===== src/rtl/led_sequencer_if.sv =====
// Avalon-MM register bus of the LED sequencer.
// The master view belongs to the host, and the slave view belongs to the peripheral.
interface led_sequencer_if;
    logic [1:0]  avs_address;
    logic        avs_write;
    logic [31:0] avs_writedata;
    logic        avs_read;
    logic [31:0] avs_readdata;

    modport master (
        output avs_address, avs_write, avs_writedata, avs_read,
        input  avs_readdata
    );

    modport slave (
        input  avs_address, avs_write, avs_writedata, avs_read,
        output avs_readdata
    );
endinterface


===== src/rtl/led_sequencer.sv =====
// LED pattern sequencer with an Avalon-MM register file, a switch synchronizer and a level IRQ.
// Optional switch debounce is enabled by the macro LED_SEQ_DEBOUNCE_EN.
module led_sequencer #(
    parameter int          DEBOUNCE_CYCLES = 50000,
    parameter logic [31:0] PERIOD_RST      = 32'd25000000
) (
    input  logic          clk_clk,
    input  logic          reset_reset,
    led_sequencer_if.slave avs,
    input  logic [3:0]    sw_export,
    output logic [3:0]    ledr_export,
    output logic          irq
);

    typedef enum logic [1:0] {
        OFF  = 2'd0,
        LOAD = 2'd1,
        RUN  = 2'd2
    } state_t;

    localparam logic [1:0] MODE_STATIC = 2'd0;
    localparam logic [1:0] MODE_BLINK  = 2'd1;
    localparam logic [1:0] MODE_CHASE  = 2'd2;
    localparam logic [1:0] MODE_MIRROR = 2'd3;

    localparam logic [1:0] ADDR_CTRL    = 2'd0;
    localparam logic [1:0] ADDR_PATTERN = 2'd1;
    localparam logic [1:0] ADDR_PERIOD  = 2'd2;
    localparam logic [1:0] ADDR_STATUS  = 2'd3;

    logic [1:0]  mode_q, mode_d;
    logic        enable_q, enable_d;
    logic        irqEn_q, irqEn_d;
    logic [3:0]  pattern_q, pattern_d;
    logic [31:0] period_q, period_d;
    logic        flag_q, flag_d;
    logic [31:0] readdata_q, readdata_d;
    logic        irq_q, irq_d;

    state_t      state_q, state_d;
    logic [31:0] cnt_q, cnt_d;
    logic [3:0]  work_q, work_d;
    logic        phase_q, phase_d;
    logic [3:0]  ledr_q, ledr_d;

    logic [3:0]  sync1_q;
    logic [3:0]  swDb_q, swDb_d;

    logic        wrCtrl, wrPattern, wrPeriod, wrStatus, anyWrite;
    logic [31:0] periodLast;
    logic        tick;
    logic [31:0] rdMux;

    assign anyWrite  = avs.avs_write;
    assign wrCtrl    = avs.avs_write && (avs.avs_address == ADDR_CTRL);
    assign wrPattern = avs.avs_write && (avs.avs_address == ADDR_PATTERN);
    assign wrPeriod  = avs.avs_write && (avs.avs_address == ADDR_PERIOD);
    assign wrStatus  = avs.avs_write && (avs.avs_address == ADDR_STATUS);

`ifdef LED_SEQ_DEBOUNCE_EN
    localparam logic [31:0] DB_LIMIT = (DEBOUNCE_CYCLES < 1) ? 32'd1 : 32'(DEBOUNCE_CYCLES);

    logic [3:0]  sync2_q;
    logic [3:0]  cand_q, cand_d;
    logic [31:0] dbCnt_q, dbCnt_d;

    // A candidate value is accepted once it has been sampled DB_LIMIT times in a row.
    always_comb begin
        cand_d  = cand_q;
        dbCnt_d = dbCnt_q;
        swDb_d  = swDb_q;
        if (sync2_q != cand_q) begin
            cand_d  = sync2_q;
            dbCnt_d = 32'd1;
            if (DB_LIMIT == 32'd1) begin
                swDb_d = sync2_q;
            end
        end else begin
            if (dbCnt_q < DB_LIMIT) begin
                dbCnt_d = dbCnt_q + 32'd1;
            end
            if ((dbCnt_q + 32'd1) >= DB_LIMIT) begin
                swDb_d = sync2_q;
            end
        end
    end

    always_ff @(posedge clk_clk or posedge reset_reset) begin
        if (reset_reset) begin
            sync2_q <= '0;
            cand_q  <= '0;
            dbCnt_q <= '0;
        end else begin
            sync2_q <= sync1_q;
            cand_q  <= cand_d;
            dbCnt_q <= dbCnt_d;
        end
    end
`else
    // Without debounce, swDb_q is itself the second synchronizer flop.
    always_comb begin
        swDb_d = sync1_q;
    end
`endif

    always_comb begin
        mode_d    = mode_q;
        enable_d  = enable_q;
        irqEn_d   = irqEn_q;
        pattern_d = pattern_q;
        period_d  = period_q;
        flag_d    = flag_q;
        if (wrCtrl) begin
            mode_d   = avs.avs_writedata[1:0];
            enable_d = avs.avs_writedata[2];
            irqEn_d  = avs.avs_writedata[3];
        end
        if (wrPattern) begin
            pattern_d = avs.avs_writedata[3:0];
        end
        if (wrPeriod) begin
            period_d = avs.avs_writedata;
        end
        if (wrStatus && avs.avs_writedata[4]) begin
            flag_d = 1'b0;
        end
        // A switch change outranks a simultaneous clear of the change flag.
        if (swDb_d != swDb_q) begin
            flag_d = 1'b1;
        end
        irq_d = flag_q & irqEn_q;
    end

    always_comb begin
        rdMux = '0;
        unique case (avs.avs_address)
            ADDR_CTRL:    rdMux = {28'd0, irqEn_q, enable_q, mode_q};
            ADDR_PATTERN: rdMux = {28'd0, pattern_q};
            ADDR_PERIOD:  rdMux = period_q;
            ADDR_STATUS:  rdMux = {27'd0, flag_q, swDb_q};
            default:      rdMux = '0;
        endcase
        readdata_d = avs.avs_read ? rdMux : readdata_q;
    end

    always_comb begin
        state_d    = state_q;
        cnt_d      = cnt_q;
        work_d     = work_q;
        phase_d    = phase_q;
        ledr_d     = ledr_q;
        periodLast = (period_q == 32'd0) ? 32'd0 : (period_q - 32'd1);
        tick       = (state_q == RUN) && (cnt_q >= periodLast);

        unique case (state_q)
            OFF: begin
                cnt_d  = '0;
                ledr_d = '0;
            end
            LOAD: begin
                work_d  = pattern_q;
                cnt_d   = '0;
                phase_d = 1'b1;
                state_d = RUN;
            end
            RUN: begin
                cnt_d = tick ? 32'd0 : (cnt_q + 32'd1);
                // A bus write in the tick cycle wins and the tick is dropped.
                if (tick && !anyWrite) begin
                    if (mode_q == MODE_BLINK) begin
                        phase_d = ~phase_q;
                    end
                    if (mode_q == MODE_CHASE) begin
                        work_d = {work_q[2:0], work_q[3]};
                    end
                end
                unique case (mode_q)
                    MODE_STATIC: ledr_d = pattern_q;
                    MODE_BLINK:  ledr_d = phase_q ? work_q : 4'd0;
                    MODE_CHASE:  ledr_d = work_q;
                    MODE_MIRROR: ledr_d = swDb_q;
                    default:     ledr_d = '0;
                endcase
            end
            default: begin
                state_d = OFF;
                cnt_d   = '0;
                ledr_d  = '0;
            end
        endcase

        if (wrPeriod) begin
            cnt_d = '0;
        end
        if (wrCtrl) begin
            cnt_d   = '0;
            state_d = avs.avs_writedata[2] ? LOAD : OFF;
        end else if (wrPattern && enable_q) begin
            cnt_d   = '0;
            state_d = LOAD;
        end
    end

    always_ff @(posedge clk_clk or posedge reset_reset) begin
        if (reset_reset) begin
            mode_q     <= '0;
            enable_q   <= 1'b0;
            irqEn_q    <= 1'b0;
            pattern_q  <= '0;
            period_q   <= PERIOD_RST;
            flag_q     <= 1'b0;
            readdata_q <= '0;
            irq_q      <= 1'b0;
            state_q    <= OFF;
            cnt_q      <= '0;
            work_q     <= '0;
            phase_q    <= 1'b0;
            ledr_q     <= '0;
            sync1_q    <= '0;
            swDb_q     <= '0;
        end else begin
            mode_q     <= mode_d;
            enable_q   <= enable_d;
            irqEn_q    <= irqEn_d;
            pattern_q  <= pattern_d;
            period_q   <= period_d;
            flag_q     <= flag_d;
            readdata_q <= readdata_d;
            irq_q      <= irq_d;
            state_q    <= state_d;
            cnt_q      <= cnt_d;
            work_q     <= work_d;
            phase_q    <= phase_d;
            ledr_q     <= ledr_d;
            sync1_q    <= sw_export;
            swDb_q     <= swDb_d;
        end
    end

    assign ledr_export      = ledr_q;
    assign irq              = irq_q;
    assign avs.avs_readdata = readdata_q;

endmodule

===== src/flat_wrapper.sv =====
// flat-port wrapper written by rule: the top's interface ports become plain ports
module led_sequencer_flat 
#(
    parameter int          DEBOUNCE_CYCLES = 50000,
    parameter logic [31:0] PERIOD_RST      = 32'd25000000
)
  (clk_clk, reset_reset, sw_export, ledr_export, irq, avs_avs_address, avs_avs_write, avs_avs_writedata, avs_avs_read, avs_avs_readdata);
  led_sequencer_if avs_i ();
  input  logic clk_clk;
  input  logic reset_reset;
  input  logic [3:0] sw_export;
  output logic [3:0] ledr_export;
  output logic irq;
  input wire logic [$bits(avs_i.avs_address)-1:0] avs_avs_address;
  input wire logic [$bits(avs_i.avs_write)-1:0] avs_avs_write;
  input wire logic [$bits(avs_i.avs_writedata)-1:0] avs_avs_writedata;
  input wire logic [$bits(avs_i.avs_read)-1:0] avs_avs_read;
  output wire logic [$bits(avs_i.avs_readdata)-1:0] avs_avs_readdata;
  assign avs_i.avs_address = avs_avs_address;
  assign avs_i.avs_write = avs_avs_write;
  assign avs_i.avs_writedata = avs_avs_writedata;
  assign avs_i.avs_read = avs_avs_read;
  assign avs_avs_readdata = avs_i.avs_readdata;
  led_sequencer #(.DEBOUNCE_CYCLES(DEBOUNCE_CYCLES), .PERIOD_RST(PERIOD_RST)) u_core (.clk_clk(clk_clk), .reset_reset(reset_reset), .avs(avs_i), .sw_export(sw_export), .ledr_export(ledr_export), .irq(irq));
endmodule

===== config.mk =====
export PLATFORM = sky130hd
export DESIGN_NAME = led_sequencer_flat
export DESIGN_NICKNAME = d
export VERILOG_FILES = /design/src/rtl/led_sequencer_if.sv /design/src/rtl/led_sequencer.sv /design/src/flat_wrapper.sv
export SDC_FILE = /design/constraint.sdc
export NUM_CORES = 1
export LEC_CHECK = 0
export CORE_UTILIZATION = 40
export CTS_BUF_LIST = sky130_fd_sc_hd__clkbuf_4 sky130_fd_sc_hd__clkbuf_8 sky130_fd_sc_hd__clkbuf_16
export DETAILED_ROUTE_END_ITERATION = 10
export PLACE_DENSITY_LB_ADDON = 0.12
export SETUP_SLACK_MARGIN = 0.3
export SYNTH_ARGS = -nofsm -noshare
export SYNTH_HDL_FRONTEND = slang
export SYNTH_SLANG_ARGS = --single-unit

===== constraint.sdc =====
create_clock -name clk_clk -period 9 [get_ports clk_clk]
set_input_delay 0.9 -clock clk_clk [delete_from_list [all_inputs] [get_ports clk_clk]]
set_output_delay 0.9 -clock clk_clk [all_outputs]
set_load 0.02 [all_outputs]

==> flow_summary.ini <==
[final_layout]
layout_commonest_cell = dfrtp_1
area_delta_synth_final_pct = 23.7
antenna_cells_inserted = 0
n_fill_cell = 1437
final_cell_count_no_fill = 963
finalNetCount = 811
layout-drive-gt1-share_pct = 15.9
final_core_util_pct = 51.3
most_used_cells_in_the_layout_excluding_fill_and_tap_cells = dfrtp_1, nand2_1, clkdlybuf4s50_1

[clock_tree]
cts_post_setup_buffers_inserted = 0
clockBufferDepth = 2
ctsResizeCount = 0
cts_hold_buffers = 0
tritoncts_sink_count = 125
cts_root_buf = clkbuf_16
cts_tree = yes
cts-buffers-inserted = 17
path_clk_slew_ns = 0.06
htree_levels = 4
worstSkewPairLatency_ns = 0.43

[detailed_routing]
detail_route.vias_per_cell = 5.17
drc = 0
totalWireLength_um = 16300
drt_first_iter_violations = 224
wire_per_inst_um = 16.9
met2_wirelength_um = 7850
m1WireLength_um = 7760
detail-route-antenna-nets = 0
firstDrtPassIters = 5
detailroute.via_count = 4982
top_layer_used = met4
dr_wl_met3_um = 458

[place]
post_placement_setup_slack_ns = 3.97
portBuffers = 78
finalWeightedCongestion = 0.804
placed_cells = 931
dp.final_hpwl_um = 11900

[floorplanning]
floorplan.die_area_mm2 = 0.0172
die_width_um = 131
core_region_area_mm2 = 0.0161
floorplan.initialDensity_pct = 41.5
pin_count = 79
die_height_um = 131
floorplan.rows = 46

[yosys]
post_synth_num_cell_types = 57
yosys_warnings = 0
flip_flop_and_latch_count_after_synthesis = 125
synth_edf_count = 0
post_synth.cell_area_avg_um2 = 10.2
ys_dominant_reg_cell = dfrtp_1
synth_fp_nets = 732
post_synth_inst_count = 655
synth_async_sr_flop_share_pct = 100
synth_sequential_area_ratio_pct = 47.2
syn_area_mm2 = 0.00666

[sta]
worst-slew-pin-transition_ns = 1.13
rsz0062_at_grt = false
fin_ws_ns = 3.98
hold_viol = 0
setup_total_negative_slack_ns = 0
setup_violations = 0
timing.slew.headroom_pct = 24.9
max_slew_violation_total_from_the_final_report = 0
timing.final.crit_share_pct = 55.8
fmax_ghz = 0.199
final_period_minus_worst_setup_slack_ns = 5.02
fin_worst_skew_ns = 0.0139

[critical_path]
critical_path.cell_chain = or4_4, or3_4, nor3_2, nand4_2, nor3b_1, a21oi_1, ha_1, nand4_1, nor4_1, a221oi_1, o21ai_1, a31oi_1, nand2_1, nor2_1
cp-start-kind = register
max_stage_delay_ns = 0.76
cp_num_buf_inv = 0
crit_path_top_delay_cell = nand2_1
cp_data_arrival_time_ns = 5.35
critical-path-top-delay-family = simple AND/OR/NAND/NOR gates
crit_required_ns = 9.33
critPathMaxFanout = 32
timing.critical_path.to_type = register
critPathKind = register to register

[hold_path]
timing.hold.worst.class = register to register

[global_route]
grt_pass1_vias = 5218
grtUsageTotal_pct = 21.1
global_route_wire_length_before_repair_um = 27200
grt_antenna_before_repair = 0
globalRouteOverflowTotal = 0
maximum_number_of_pins_on_one_net_before_global_route_repair = 67

[outcome]
status = finished, final reports clean

[power_and_ir_drop]
p_leak_uw = 0.00350
vdd.ir_drop.worst_mv = 0.160
p_per_area_mw_per_mm2 = 210
total_power_uw = 1730

[run]
drv.max_cap_violation_count = 0
==> worst paths after layout <==
| kind | from | endpoint | slack, ns | cells past startpoint |
|---|---|---|---|---|
| min reg2reg | u_core.swDb_d[0] | u_core.swDb_q[0] | 0.41 | 0 |
| max reg2reg | u_core.period_q[26] | u_core.cnt_q[9] | 3.98 | 14 |
| max | u_core.period_q[26] | u_core.cnt_q[9] | 3.98 | 14 |
| min in group asynchronous | reset_reset | u_core.ledr_export[2] | 0.98 | 2 |
| min | u_core.swDb_d[0] | u_core.swDb_q[0] | 0.41 | 0 |
| max in group asynchronous | reset_reset | u_core.cnt_q[12] | 6.74 | 3 |
==> where the power goes <==
part / internal, µW / total, µW / switching (µW)
clock network: 416 / 694 / 278
logic: 158 / 315 / 157
registers: 639 / 718 / 79.7
total: 1210 / 1730 / 515
==> cell usage after synthesis (3+ instances only) <==
cell type  count  area (µm²)
ha_1          35         438
xor2_1        32         280
buf_2          4        20.0
mux2_2        50         563
mux4_2         4        90.1
a21oi_1       18        90.1
clkbuf_1      15        56.3
and2_1         4        25.0
nor2_1        57         214
nand4_1        6        37.5
xnor2_1       26         228
or4_1          3        22.5
o21ai_0       41         205
nand2_1       90         338
and3_1         8        50.1
o31ai_1        3        22.5
dfstp_2       12         315
nor4_1         6        37.5
a222oi_1       4        40.0
nand3b_1       3        22.5
nor3_1         8        40.0
nand3_1       16        80.1
o22ai_1        5        31.3
nor3_2         3        30.0
dfrtp_1      113        2830
nand2b_1       4        25.0
inv_1         44         165
==> final cells by class <==
class	instances	area, µm²	share of cell area (%)
Multi-Input combinational cell	465	3260	39.6
Sequential cell	125	3140	38.2
Timing Repair Buffer	81	803	9.75
Clock buffer	18	433	5.26
Tap cell	216	270	3.28
Inverter	44	168	2.04
Clock inverter	14	159	1.93
==> state kept, by name, indices dropped and copies added, names as in the netlist <==
name / count
u_core.avs.avs_readdata: 32
u_core.cnt_q: 32
u_core.enable_q: 1
u_core.flag_q: 1
u_core.irq: 1
u_core.irqEn_q: 1
u_core.ledr_export: 4
u_core.mode_q: 2
u_core.pattern_q: 4
u_core.period_q: 32
u_core.phase_q: 1
u_core.state_q: 2
u_core.swDb_d: 4
u_core.swDb_q: 4
u_core.work_q: 4
==> metal layers <==
metal | track usage [%] | vias up
met1 | 27.7 | 2480
met3 | 4.36 | 14
met5 | 0 | -
met2 | 34.7 | 88
li1 | - | 2400
met4 | 6.96 | 0
==> kinds of logic after synthesis <==
group	after synthesis	share of synthesized area (%)
buffers and inverters	65	3.85
AOI/OAI and AO/OA	85	7.48
adders and majority gates	35	6.58
DFF	125	47.2
and+or+nand+nor	231	17.2
muxes	56	10.1
xor gates and xnor gates	58	7.63
==> stage by stage <==
| step | area, µm² | hold WS (ns) |
|---|---|---|
| after floorplan | 6660 | 0.372 |
| after global placement | 7640 | 0.382 |
| after detailed placement | 7640 | 0.391 |
| after CTS | 8240 | 0.402 |
| after global routing | 8240 | 0.415 |
| final | 8240 | 0.408 |
Power figures use the tool's default switching activity.
